$ cat config.mk
export PLATFORM = sky130hd
export DESIGN_NAME = ifid_fetch_stage_flat
export DESIGN_NICKNAME = d
export VERILOG_FILES = /design/src/rtl/ifid_fetch_stage_if.sv /design/src/rtl/ifid_fetch_stage.sv /design/src/flat_wrapper.sv
export SDC_FILE = /design/constraint.sdc
export NUM_CORES = 1
export LEC_CHECK = 0
export ABC_AREA = 0
export CORE_ASPECT_RATIO = 1.25
export CORE_MARGIN = 2
export CORE_UTILIZATION = 48
export CTS_BUF_LIST = sky130_fd_sc_hd__clkbuf_16
export CTS_CLUSTER_DIAMETER = 120
export DETAILED_ROUTE_END_ITERATION = 10
export GPL_TIMING_DRIVEN = 0
export PLACE_DENSITY = 0.92
export SKIP_CTS_REPAIR_TIMING = 1
export SKIP_LAST_GASP = 1
export SYNTH_ARGS = -nofsm -noshare
export SYNTH_HDL_FRONTEND = slang
export SYNTH_SLANG_ARGS = --single-unit
$ cat constraint.sdc
create_clock -name clk_i -period 3.9 [get_ports clk_i]
set_clock_uncertainty 0.05 [all_clocks]
set_input_delay 0.78 -clock clk_i [delete_from_list [all_inputs] [get_ports clk_i]]
set_output_delay 0.78 -clock clk_i [all_outputs]
set_load 0.05 [all_outputs]
$ cat src/rtl/ifid_fetch_stage_if.sv
// Bus bundle between the fetch stage and its environment (control, imem, ID stage).
// slave = the fetch stage itself, master = whoever drives control and instruction data.
interface ifid_fetch_stage_if;
    logic        start_i;
    logic        hazard_stall_i;
    logic        flush_i;
    logic [31:0] branch_target_i;
    logic [31:0] instr_i;
    logic [31:0] pc_o;
    logic [31:0] ifid_pc_o;
    logic [31:0] ifid_instr_o;
    logic        ifid_valid_o;
    logic [15:0] stall_cnt_o;

    modport slave (
        input  start_i, hazard_stall_i, flush_i, branch_target_i, instr_i,
        output pc_o, ifid_pc_o, ifid_instr_o, ifid_valid_o, stall_cnt_o
    );

    modport master (
        output start_i, hazard_stall_i, flush_i, branch_target_i, instr_i,
        input  pc_o, ifid_pc_o, ifid_instr_o, ifid_valid_o, stall_cnt_o
    );
endinterface

$ cat src/rtl/ifid_fetch_stage.sv
// Instruction fetch stage with IF/ID pipeline register, flush/stall handling.
// Optional stall-cycle counter enabled by defining STALL_COUNTER_EN.
module ifid_fetch_stage #(
    parameter logic [31:0] RESET_PC  = 32'h0000_0000,
    parameter logic [31:0] NOP_INSTR = 32'h0000_0000
) (
    input  logic                  clk_i,
    input  logic                  rst_i,
    ifid_fetch_stage_if.slave     bus
);

    typedef enum logic {IDLE, RUN} stateType;

    stateType    stateReg, stateNext;
    logic [31:0] pcReg, pcNext;
    logic [31:0] ifidPcReg, ifidPcNext;
    logic [31:0] ifidInstrReg, ifidInstrNext;
    logic        ifidValidReg, ifidValidNext;
    logic        stallTaken;

    always_ff @(posedge clk_i or negedge rst_i) begin
        if (!rst_i) begin
            stateReg     <= IDLE;
            pcReg        <= RESET_PC;
            ifidPcReg    <= 32'h0000_0000;
            ifidInstrReg <= NOP_INSTR;
            ifidValidReg <= 1'b0;
        end else begin
            stateReg     <= stateNext;
            pcReg        <= pcNext;
            ifidPcReg    <= ifidPcNext;
            ifidInstrReg <= ifidInstrNext;
            ifidValidReg <= ifidValidNext;
        end
    end

    always_comb begin
        stateNext     = stateReg;
        pcNext        = pcReg;
        ifidPcNext    = ifidPcReg;
        ifidInstrNext = ifidInstrReg;
        ifidValidNext = ifidValidReg;
        stallTaken    = 1'b0;
        case (stateReg)
            IDLE: begin
                // The start edge is itself the first fetch; stall/flush are meaningless before it.
                if (bus.start_i) begin
                    stateNext     = RUN;
                    pcNext        = pcReg + 32'd4;
                    ifidPcNext    = pcReg + 32'd4;
                    ifidInstrNext = bus.instr_i;
                    ifidValidNext = 1'b1;
                end
            end
            RUN: begin
                if (bus.flush_i) begin
                    pcNext        = {bus.branch_target_i[31:2], 2'b00};
                    ifidPcNext    = 32'h0000_0000;
                    ifidInstrNext = NOP_INSTR;
                    ifidValidNext = 1'b0;
                end else if (bus.hazard_stall_i) begin
                    stallTaken = 1'b1;
                end else begin
                    pcNext        = pcReg + 32'd4;
                    ifidPcNext    = pcReg + 32'd4;
                    ifidInstrNext = bus.instr_i;
                    ifidValidNext = 1'b1;
                end
            end
            default: stateNext = IDLE;
        endcase
    end

`ifdef STALL_COUNTER_EN
    logic [15:0] stallCntReg, stallCntNext;

    always_comb begin
        stallCntNext = stallCntReg;
        if (stallTaken && stallCntReg != 16'hFFFF)
            stallCntNext = stallCntReg + 16'd1;
    end

    always_ff @(posedge clk_i or negedge rst_i) begin
        if (!rst_i)
            stallCntReg <= 16'h0000;
        else
            stallCntReg <= stallCntNext;
    end

    assign bus.stall_cnt_o = stallCntReg;
`else
    logic unusedStall;
    assign unusedStall     = stallTaken;
    assign bus.stall_cnt_o = 16'h0000;
`endif

    assign bus.pc_o         = pcReg;
    assign bus.ifid_pc_o    = ifidPcReg;
    assign bus.ifid_instr_o = ifidInstrReg;
    assign bus.ifid_valid_o = ifidValidReg;

endmodule

$ cat src/flat_wrapper.sv
// flat-port wrapper written by rule: the top's interface ports become plain ports
module ifid_fetch_stage_flat 
#(
    parameter logic [31:0] RESET_PC  = 32'h0000_0000,
    parameter logic [31:0] NOP_INSTR = 32'h0000_0000
)
  (clk_i, rst_i, bus_start_i, bus_hazard_stall_i, bus_flush_i, bus_branch_target_i, bus_instr_i, bus_pc_o, bus_ifid_pc_o, bus_ifid_instr_o, bus_ifid_valid_o, bus_stall_cnt_o);
  ifid_fetch_stage_if bus_i ();
  input  logic clk_i;
  input  logic rst_i;
  input wire logic [$bits(bus_i.start_i)-1:0] bus_start_i;
  input wire logic [$bits(bus_i.hazard_stall_i)-1:0] bus_hazard_stall_i;
  input wire logic [$bits(bus_i.flush_i)-1:0] bus_flush_i;
  input wire logic [$bits(bus_i.branch_target_i)-1:0] bus_branch_target_i;
  input wire logic [$bits(bus_i.instr_i)-1:0] bus_instr_i;
  output wire logic [$bits(bus_i.pc_o)-1:0] bus_pc_o;
  output wire logic [$bits(bus_i.ifid_pc_o)-1:0] bus_ifid_pc_o;
  output wire logic [$bits(bus_i.ifid_instr_o)-1:0] bus_ifid_instr_o;
  output wire logic [$bits(bus_i.ifid_valid_o)-1:0] bus_ifid_valid_o;
  output wire logic [$bits(bus_i.stall_cnt_o)-1:0] bus_stall_cnt_o;
  assign bus_i.start_i = bus_start_i;
  assign bus_i.hazard_stall_i = bus_hazard_stall_i;
  assign bus_i.flush_i = bus_flush_i;
  assign bus_i.branch_target_i = bus_branch_target_i;
  assign bus_i.instr_i = bus_instr_i;
  assign bus_pc_o = bus_i.pc_o;
  assign bus_ifid_pc_o = bus_i.ifid_pc_o;
  assign bus_ifid_instr_o = bus_i.ifid_instr_o;
  assign bus_ifid_valid_o = bus_i.ifid_valid_o;
  assign bus_stall_cnt_o = bus_i.stall_cnt_o;
  ifid_fetch_stage #(.RESET_PC(RESET_PC), .NOP_INSTR(NOP_INSTR)) u_core (.clk_i(clk_i), .rst_i(rst_i), .bus(bus_i));
endmodule
# Word level (Yosys, flattened, before mapping)
# Cells that the tools add are included.
classes:
  n_addsub: 1
  eq_ne: 2
  n_mux: 16
  bitwise_logic: 1
  reduce_logical: 1
op_table:
  columns: ["cell", "count"]
  rows:
  - ["$mux 32", 7]
  - ["$pmux 32 s2", 3]
  - ["$add 32x3->32 const B", 1]
  - ["$mux 1", 5]
  - ["$ne 3x3->1 const B", 1]
  - ["$ne 2x2->1 const B", 1]
  - ["$pmux 1 s2", 1]
  - ["$reduce_and 2->1", 1]
  - ["$not 1->1", 1]
totals:
  regBits: 98
  in_bits: 69
  out_inout_bits: 113
  word_cells: 26

# Logic depth before layout (Yosys ltp)
depth:
  ltp_word: 4
  ltp_mapped: 7
  mapped_depth_nobuf: 5

# Worst setup path after synthesis
# Ideal clock, no wire load.
synth_path:
  path_type: "flip-flop to flip-flop"
  from: "register u_core.pcReg[2] (netlist: u_core.bus.pc_o[2])"
  to: "register u_core.ifidPcReg[18] (netlist: u_core.bus.ifid_pc_o[18])"
  setup_time_ns: 0.116
  arrival_time_ns: 2.338
  t_required_ns: 3.734
  setup_slack_ns: 1.396
  stages_incl_launch_ff: 7
  n_path_buf: 1
  synth_period_minus_slack_ns: 2.504
  path_cell_list: "dfrtp_1 -> ha_1 -> nand3_1 -> or3_1 -> clkbuf_1 -> or4b_1 -> o311ai_0"
synth_via:
  elab_chain_len: 4
  word_cells_on_any_way: 5
  cone_classes: "1 x add/sub; 4 x mux"
synth_lines:
  columns: ["item", "line", "text"]
  rows:
  - ["start, declared", "ifid_fetch_stage.sv:15", "logic [31:0] pcReg, pcNext;"]
  - ["start signal, assigned", "ifid_fetch_stage.sv:30", "pcReg <= pcNext;"]
  - ["$add 32x3->32 *", "ifid_fetch_stage.sv:50, ifid_fetch_stage.sv:65", null]
  - ["$mux 32", "ifid_fetch_stage.sv:61", "end else if (bus.hazard_stall_i) begin"]
  - ["$mux 32", "ifid_fetch_stage.sv:56", "if (bus.flush_i) begin"]
  - ["$pmux 32 s2 *", "ifid_fetch_stage.sv:44", "case (stateReg)"]
  - ["end signal, assigned", "ifid_fetch_stage.sv:31", "ifidPcReg <= ifidPcNext;"]
  - ["end, declared", "ifid_fetch_stage.sv:16", "logic [31:0] ifidPcReg, ifidPcNext;"]
# Every way passes the cells marked *; elsewhere a longest branch is shown, timed or not. The select of a mux whose other input is x is not followed.
# A chain may end at the register's enable or synchronous reset.

# Worst setup path after layout
layout_path:
  from: "input port bus_flush_i"
  to: "register u_core.ifidPcReg[12] (netlist: u_core.bus.ifid_pc_o[12])"
layout_via:
  elab_chain_len: 2
  word_cells_on_any_way: 4
  cone_classes: "1 x eq/ne; 2 x mux; 1 x reduce/logical"
layout_lines:
  columns: ["item", "line", "text"]
  rows:
  - ["start, declared", "flat_wrapper.sv:13", "input wire logic [$bits(bus_i.flush_i)-1:0] bus_flush_i;"]
  - ["$mux 32 / $ne 3x3->1 (equally long branches)", null, null]
  - ["$pmux 32 s2 / $reduce_and 2->1 (equally long branches)", null, null]
# Several ways; a longest one is shown, not always the timed one.

==> run summary <==
==============================================================================
Run status                                                        finished, final reports clean
Multi-input gate area in the final layout                            2203 um^2
#FFs+latches synth                                                          95
List of most frequent post-synthesis cells                        nand2_1 (127), dfrtp_1 (95), o21ai_0 (45)
Post-detailed-route DRC marker count                                         0
Number of setup violations in the final report                               0
Filler cells                                                               732
Area delta synth->final                                                 44.87%
Number of synthesized flops with an enable pin                               0
Drt first pass iters                                                         5
Routability Congestion                                                  0.9636
Root Buffer Master                                                   clkbuf_16
Starting utilization of the core area                                   48.69%
Antenna violations before repair                                             0
CTS clk-pin slew, worst paths                                          0.06 ns
Proportion of synthesized chip area in sequential cells                 49.06%
Clock tree from TritonCTS                                                 done
Post-DRT Antenna Nets                                                        0
Clock period minus worst slack                                        3.301 ns
Clock latency reported for the late side of the worst-skew pair        0.35 ns
Pre-CTS worst setup slack                                            0.3587 ns
MaxCap Viol Count                                                            0
Power per cell area                                               435.7 nW/um^2
Gate count after technology mapping                                        538
Cell type with the highest aggregate area in the netlist               dfrtp_1
Max IR drop VDD                                                      0.2269 mV
CTS H-tree lvls                                                              3
Leading post-synthesis cells by cell area                         dfrtp_1 (49%), nand2_1 (9.8%), o21ai_0 (4.6%)
Die X                                                                 93.87 um
Yosys warns                                                                  0
Largest net degree at the start of global routing                           66
Layout cells sized above 1                                              6.548%
Layout Utilization                                                      70.54%
Grt total ovfl                                                               0
Data arrival time of the critical path                                 3.52 ns
Sink count of the clock tree                                                95
Design internal power                                                 1.960 mW
Via/cell ratio                                                           5.913
Count of buffers inserted at the top-level ports                           161
All-Layer GR Usage                                                      29.56%
Number of different library cells in the post-synthesis netlist             51
Final period utilization                                                84.65%
Proportion of power drawn by combinational gates                         31.1%
Category of the most critical setup path                                in2reg
Reg area                                                             2377 um^2
Antenna fix cells                                                            0
Post-layout nets                                                           798
First-pass GRT wire length                                            24.94 mm
Core region area                                                     9952 um^2
Fraction of power consumed by the clock network                          30.2%
Final std cell area, no fill                                         7020 um^2
Worst-Margin Slew                                                    0.7842 ns
Cts bufs inserted                                                            9
Total placed instance area                                           6708 um^2
Number of vias in the routed layout                                       5097
Most numerous cell in the Yosys netlist                                nand2_1
Final worst hold slack                                               0.3206 ns
Total Routed Length                                                   16.13 mm
Vias in the first global route                                            4886
Height of the chip                                                    116.3 um
Endpoints failing hold                                                       0
Total standard cell area after synthesis                             4846 um^2
Capturing element type of the critical path                          flip-flop
Total power                                                           3.059 mW
Worst setup SP type                                               primary input
Number of top-level pins                                                   182
Maximum fanout along the worst path                                         10
Violation count after the first detailed-route iteration                   408
P_sw                                                                  1.099 mW
Slew Limit Headroom                                                     47.29%
Deepest clock path buffer count                                              2
Final routed wire length divided by cell count                        18.71 um
Final setup margin                                                   0.5986 ns
RSZ-0062 raised after global routing                                        no
Final max-slew violation count                                               0
Site Rows                                                                   41
Highest Clock Rate                                                   302.9 MHz
Switching power as a share of total power                               35.91%
Estimated wirelength of the detail-placed design                      11.85 mm
Dominant register cell in the synthesized netlist                      dfrtp_1
Top-area cell type share of the netlist area                            49.06%
Async S/R FF share, synth                                               100.0%
Area enclosed by the die boundary                                   10920 um^2
Reported leakage power                                                2.894 nW
Worst path required time                                               4.11 ns
Synthesized area divided by synthesized cell count                  9.007 um^2
Proportion of power drawn by flip-flops and latches                      38.6%
Kind of path behind the tightest hold check                           in2async
==============================================================================
==> cells in the final DEF, fill, tap and decap left out, types with 12 or more instances in the layout <==
| cell type | instances |
|---|---|
| nand4_1 | 14 |
| o21ai_0 | 45 |
| conb_1 | 18 |
| buf_4 | 20 |
| clkbuf_1 | 34 |
| clkdlybuf4s50_1 | 160 |
| nand2_1 | 127 |
| nor2_1 | 12 |
| nand3_1 | 27 |
| o211ai_1 | 16 |
| a221o_1 | 14 |
| dfrtp_1 | 95 |
==> path summary, 6_finish.rpt <==
check / from / slack (ns) / end / depth (start not counted)
max in group asynchronous: rst_i / 2.81 / u_core.bus.pc_o[23] / 2
min in group clk_i: u_core.bus.ifid_pc_o[3] / 0.43 / u_core.bus.ifid_pc_o[3] / 2
setup / recovery: bus_flush_i / 0.60 / u_core.bus.ifid_pc_o[12] / 8
hold / removal: rst_i / 0.32 / u_core.bus.ifid_instr_o[0] / 1
hold reg to reg: u_core.bus.ifid_pc_o[3] / 0.43 / u_core.bus.ifid_pc_o[3] / 2
setup reg to reg: u_core.stateReg / 1.11 / u_core.bus.ifid_pc_o[12] / 7
==> worst max-delay path, stage by stage <==
cell	delay, ns
clkdlybuf4s50_1	0.47
and3b_1	0.27
or2_2	0.16
clkbuf_1	0.45
clkbuf_1	0.55
clkbuf_1	0.59
nand2_1	0.13
o21ai_0	0.10
==> power groups by stage <==
| stage | registers [mW] | logic (mW) | clock network [mW] |
|---|---|---|---|
| finish | 1.18 | 0.952 | 0.924 |
| global route | 1.19 | 1.00 | 0.974 |
| CTS | 1.18 | 0.952 | 0.925 |
| detailed placement | 1.20 | 0.947 | 0 |
| global placement | 1.19 | 0.928 | 0 |
| floorplan | 1.51 | 0.250 | 0 |
==> metrics by stage <==
step           setup TNS, ns  cells
3_3_place_gp         -125.88    845
3_5_place_dp               0    846
5_1_grt                    0    862
6_report                   0    862
4_1_cts                    0    862
2_1_floorplan              0    555
==> final cells by class <==
type,count,area share (%)
plain buffers,62,4.420
clock buffers,9,3.208
clock inverters,7,1.248
inverters,5,0.2673
multi-input cells,393,31.38
flip-flops and latches,95,33.86
well taps,129,2.299
repair buffers,162,23.31
==> layer usage <==
layer  vias up  routed length (um)  GRT usage [%]
li1       2300                   -              -
met2       327                7982          50.62
met1      2416                6001          35.19
met5         -                   0              0
met4         0                 646          16.62
met3        54                1499          5.161
==> kinds of logic after synthesis <==
kind of cell / Yosys count / synth area share (%)
compound gates: 126 / 18.13
buf+inv: 67 / 6.790
xor+xnor: 9 / 1.627
other cells: 1 / 0.07739
simple gates: 239 / 24.06
flops: 95 / 49.06
fa+ha+maj: 1 / 0.2582
==> flip-flops by register name (all words and copies together) (netlist names) <==
| register | flops |
|---|---|
| u_core.bus.ifid_valid_o | 1 |
| u_core.bus.ifid_pc_o | 31 |
| u_core.stateReg | 1 |
| u_core.bus.pc_o | 30 |
| u_core.bus.ifid_instr_o | 32 |
(Power assumes the default switching activity.)
